## src/rtl/instr_encoder_loader.sv

```systemverilog
// instr_encoder_loader: packs field-level instruction requests into RV32I
// R-type / S-type words and writes them sequentially into instruction memory.
// One word is accepted, then written on the following cycle (1 word / 2 cycles).
module instr_encoder_loader #(
    parameter int DEPTH     = 64,
    parameter int ADDR_W    = $clog2(DEPTH),
    parameter int BASE_ADDR = 0
) (
    input  logic              clk,
    input  logic              reset_n,
    input  logic              start,
    input  logic              in_valid,
    output logic              in_ready,
    input  logic [1:0]        in_type,
    input  logic [4:0]        in_rd,
    input  logic [4:0]        in_rs1,
    input  logic [4:0]        in_rs2,
    input  logic [3:0]        in_alu_op,
    input  logic [11:0]       in_imm,
    input  logic              in_last,
    output logic              imem_we,
    output logic [ADDR_W-1:0] imem_addr,
    output logic [31:0]       imem_wdata,
    output logic [ADDR_W:0]   count,
    output logic              done,
    output logic              err
);

    localparam int                CNT_W    = ADDR_W + 1;
    localparam logic [ADDR_W-1:0] BASE     = ADDR_W'(BASE_ADDR);
    localparam logic [ADDR_W-1:0] LAST_PTR = ADDR_W'(DEPTH - 1);

    typedef enum logic [1:0] {S_IDLE, S_LOAD, S_WRITE, S_DONE} state_t;

    state_t             state_q;
    logic [ADDR_W-1:0]  ptr_q;
    logic [CNT_W-1:0]   count_q;
    logic [31:0]        word_q, word_d;
    logic               last_q;
    logic               err_q, done_q, in_ready_q, imem_we_q;

    // Encode the incoming request; only captured on a legal handshake.
    always_comb begin
        word_d = {1'b0, in_alu_op[3], 5'b0, in_rs2, in_rs1, in_alu_op[2:0], in_rd, 7'b0110011};
        if (in_type == 2'b01)
            word_d = {in_imm[11:5], in_rs2, in_rs1, in_alu_op[2:0], in_imm[4:0], 7'b0100011};
    end

    // Session FSM; all outputs are registered here.
    always_ff @(posedge clk or negedge reset_n) begin
        if (!reset_n) begin
            state_q    <= S_IDLE;
            ptr_q      <= BASE;
            count_q    <= '0;
            word_q     <= '0;
            last_q     <= 1'b0;
            err_q      <= 1'b0;
            done_q     <= 1'b0;
            in_ready_q <= 1'b0;
            imem_we_q  <= 1'b0;
        end else begin
            case (state_q)
                S_IDLE: begin
                    if (start) begin
                        state_q    <= S_LOAD;
                        ptr_q      <= BASE;
                        count_q    <= '0;
                        err_q      <= 1'b0;
                        in_ready_q <= 1'b1;
                    end
                end
                S_LOAD: begin
                    if (in_valid && in_ready_q) begin
                        if (in_type[1]) begin
                            // Illegal type: flag it, write nothing.
                            err_q <= 1'b1;
                            if (in_last) begin
                                state_q    <= S_DONE;
                                in_ready_q <= 1'b0;
                                done_q     <= 1'b1;
                            end
                        end else begin
                            state_q    <= S_WRITE;
                            word_q     <= word_d;
                            last_q     <= in_last;
                            in_ready_q <= 1'b0;
                            imem_we_q  <= 1'b1;
                        end
                    end
                end
                S_WRITE: begin
                    imem_we_q <= 1'b0;
                    count_q   <= count_q + CNT_W'(1);
                    // Pointer saturates at the top word so it can never wrap.
                    if (ptr_q != LAST_PTR)
                        ptr_q <= ptr_q + ADDR_W'(1);
                    if (last_q || ptr_q == LAST_PTR) begin
                        state_q <= S_DONE;
                        done_q  <= 1'b1;
                    end else begin
                        state_q    <= S_LOAD;
                        in_ready_q <= 1'b1;
                    end
                end
                S_DONE: begin
                    if (start) begin
                        state_q    <= S_LOAD;
                        ptr_q      <= BASE;
                        count_q    <= '0;
                        err_q      <= 1'b0;
                        done_q     <= 1'b0;
                        in_ready_q <= 1'b1;
                    end else if (in_valid) begin
                        // Requests after termination are dropped but flagged.
                        err_q <= 1'b1;
                    end
                end
                default: state_q <= S_IDLE;
            endcase
        end
    end

    assign in_ready   = in_ready_q;
    assign imem_we    = imem_we_q;
    assign imem_addr  = ptr_q;
    assign imem_wdata = word_q;
    assign count      = count_q;
    assign done       = done_q;
    assign err        = err_q;

endmodule

```

## config.mk

```make
export PLATFORM = sky130hd
export DESIGN_NAME = instr_encoder_loader
export DESIGN_NICKNAME = d
export VERILOG_FILES = /design/src/rtl/instr_encoder_loader.sv
export SDC_FILE = /design/constraint.sdc
export NUM_CORES = 1
export LEC_CHECK = 0
export ABC_CLOCK_PERIOD_IN_PS = 2240
export BUFFER_PORTS_ARGS = -buffer_cell sky130_fd_sc_hd__buf_2
export CORE_ASPECT_RATIO = 0.5
export CORE_MARGIN = 2
export CORE_UTILIZATION = 49
export CTS_CLUSTER_DIAMETER = 40
export DETAILED_ROUTE_END_ITERATION = 8
export GPL_TIMING_DRIVEN = 0
export PLACE_DENSITY = 0.86
export SYNTH_ARGS = -nofsm -noshare
export SYNTH_HDL_FRONTEND = slang
export SYNTH_SLANG_ARGS = --single-unit
```

## constraint.sdc

```tcl
create_clock -name clk -period 2.24 [get_ports clk]
set_input_delay 0.224 -clock clk [delete_from_list [all_inputs] [get_ports clk]]
set_output_delay 0.224 -clock clk [all_outputs]
set_load 0.005 [all_outputs]
```

==> reports/metrics.yaml <==
critical_path:
  worstPathArrival_ps: 2090
  r2r-start: "state_q[0]$_DFFE_PN0P_"
  r2r_cells: 6
  worstSetupEndpointType: "flop"
  endpoint: "in_ready$_DFFE_PN0P_"
  critPathKind: "flop to flop"
  critical_path.startpoint: "state_q[0]$_DFFE_PN0P_"
  rr_endpoint: "in_ready$_DFFE_PN0P_"
  r2r_slack_ps: 390
  crit_fanout: 9
  start_kind: "flop"
  cp.required_ps: 2480
floorplan:
  core_um2: 4467
  die_w_um: 101.3
  initial_core_util_pct: 51.88
  num_io_pins: 87
  row_count: 17
  floorplan.die_area_um2: 5328
  die_h_um: 52.63
timing:
  fmax_mhz: 539.1
  fin_setup_tns_ps: 0
  setup-violations-final: 0
  finalCriticalPeriod_ps: 1855
  relSlewSlack_pct: 32.00
  clock_skew_ps: 14.78
  drv_slew: 0
  rsz0062_at_grt: "no"
  final_hold_viol_count: 0
  max_slew.worst_pin.slew_ps: 1020
  finalCritPeriodShare_pct: 82.80
drt:
  wl_per_cell_um: 14.25
  first_iter_violations: 51
  vias: 1912
  drc: 0
  firstDrtPassIters: 6
  postRouteAntennaNets: 0
  wirelength_um: 5272
  vias_per_cell: 5.168
finish:
  final_cell_area_um2: 2910
  drive_gt1_share_pct: 37.70
  antenna_cells: 0
  nNetsFinal: 358
  area_growth_pct: 25.59
synth:
  netlist_instances: 220
  synth_area_um2: 2317
  synth.largest_area_cell: "dfrtp_1"
  ys_types: 40
  synth_area_leaders: "dfrtp_1 51%, mux2_2 6.8%, nand2_1 5.2%, mux2i_1 4.8%, ha_1 4.3%"
  synth.avg_cell_area_um2: 10.53
  yosysWarnings: 0
  synth-seq-area-share_pct: 50.76
  ys_seq_elements: 47
  yosysTopAreaCellShare_pct: 50.76
power_and_ir_drop:
  power.density_nw_per_um2: 1174
  cellLeakagePower_nw: 1.510
  ir_drop_v: 0.0004476
clock_tree:
  cts_buffers: 5
  clock_sinks: 47
  clk_path_buf_depth: 2
  root_buffer: "clkbuf_8"
  cts_setup_buffers: 0
  htreeDepth: 2
  clk_latency_ps: 310
  cts-resized-gates: 0
  cts_tree: "built"
  hold_buffers: 0
  clkTransAtPathRegs_ps: 100
global_route:
  antenna_found_initial: 0
  grt_overflow: 0
  grt.total_usage_pct: 20.95
  grt_pass1_vias: 1904
  grt_max_degree: 48
  grt_pass1_wl_um: 8431
run_status:
  status: "finished clean"
hold_path:
  hold_path.class: "input port to asynchronous set/reset pin"
place:
  placed_cell_area_um2: 2811
  place_congestion: 0.8245
  io_buffer_count: 83
  dp_hpwl_um: 3933
flow_run:
  cap_violations: 0
sequential cells by signal (all words and copies together) (netlist names):
signal / flops
imem_addr: 6
state_q: 2
last_q: 1
in_ready: 1
err: 1
count: 7
done: 1
imem_we: 1
imem_wdata: 27
placed cells by master (no fill, tap or decap), types with 4 or more instances in the layout:
master    count
buf_2        88
dfrtp_1      47
nand2_1      32
o21ai_0      20
mux2_2       14
mux2i_1      11
inv_1        10
ha_1          8
nor2_1        7
nor2b_1       6
clkbuf_8      6
a22o_1        5
nand2b_1      5
buf_4         5
nand3_1       4
a21oi_1       4
worst max-delay path, stage by stage, from the launching register on:
cell and delay [ps]:
dfrtp_1 410, inv_1 110, ha_1 310, buf_2 170
nor2_1 360, or3b_1 220, mux2i_1 190
layout make-up:
cell class,count,area [um^2]
buffer,13,73.82
clock buffer,6,82.58
clock inverter,2,16.27
fill,363,1556
inverter,10,37.54
multi-input combinational,152,1037
sequential,47,1176
tap,57,71.32
timing repair buffer,83,415.4
kinds of logic after synthesis:
| kind of cell | after synthesis | synth area share, % |
|---|---|---|
| adders and majority gates | 8 | 4.320 |
| buffers and inverters | 23 | 4.806 |
| and+or+nand+nor | 67 | 14.53 |
| xor gates and xnor gates | 3 | 1.134 |
| AOI/OAI and AO/OA | 45 | 12.26 |
| muxes | 26 | 12.04 |
| other | 1 | 0.1618 |
| DFF | 47 | 50.76 |
worst min-delay path by stage:
stage / start / end / slack [ps] / depth (start not counted)
3_3_place_gp: in_alu_op[2] / imem_wdata[14]$_DFFE_PN0P_ / 440 / 2
6_report: reset_n / imem_addr[1]$_DFFE_PN0P_ / 80 / 1
3_5_place_dp: in_alu_op[2] / imem_wdata[14]$_DFFE_PN0P_ / 440 / 2
5_1_grt: in_type[0] / imem_wdata[4]$_DFFE_PN0P_ / 120 / 2
2_1_floorplan: reset_n / count[0]$_DFFE_PN0P_ / -70 / 0
4_1_cts: reset_n / imem_addr[5]$_DFFE_PN0P_ / 130 / 1
where the power goes:
part	internal (mW)	leakage (nW)	switching (mW)	total, mW
clock	0.252	0.0474	0.298	0.550
combinational	0.719	0.873	0.726	1.45
sequential	1.19	0.590	0.235	1.42
stage by stage:
step / setup slack, ps / hold WS, ps / total power [mW] / cells / util [%]
after floorplan: 622.6 / -71.59 / 2.290 / 222 / -
after CTS: 389.7 / 125.8 / 3.432 / 370 / 65.15
after detailed placement: 438.8 / 441.4 / 2.881 / 362 / 62.94
after global routing: 226.3 / 123.9 / 3.696 / 370 / 65.15
final: 385.2 / 83.13 / 3.418 / 370 / 65.15
after global placement: 453.3 / 438.5 / 2.799 / 362 / 62.94
synth_stat cells, drive strengths merged:
library cell / number
o21a: 1
o21bai: 1
and3: 2
or2: 1
and3b: 1
nand2b: 5
conb: 1
a21o: 2
or4: 1
ha: 8
xnor2: 2
clkbuf: 3
nand3: 4
or3b: 1
inv: 10
a2111oi: 1
xor2: 1
a32o: 1
nor2b: 6
mux2i: 11
nor2: 7
nand4b: 1
a21boi: 1
buf: 10
a21oi: 4
nor4: 2
o2bb2ai: 1
nand4: 1
a22o: 5
a31oi: 2
nor3: 3
dfrtp: 47
o21ai: 22
nand2: 32
o22ai: 3
mux2: 15
a211oi: 1
metal layers:
metal / track usage, % / vias up / wire length [um] / part of all wire (%)
li1: - / 936 / - / -
met2: 37.64 / 48 / 2783 / 53
met5: 0 / - / 0 / 0
met3: 5.067 / 8 / 235 / 4.5
met1: 24.45 / 920 / 2192 / 42
met4: 8.784 / 0 / 61 / 1.2
No activity file was read; power rests on OpenSTA's default activity.
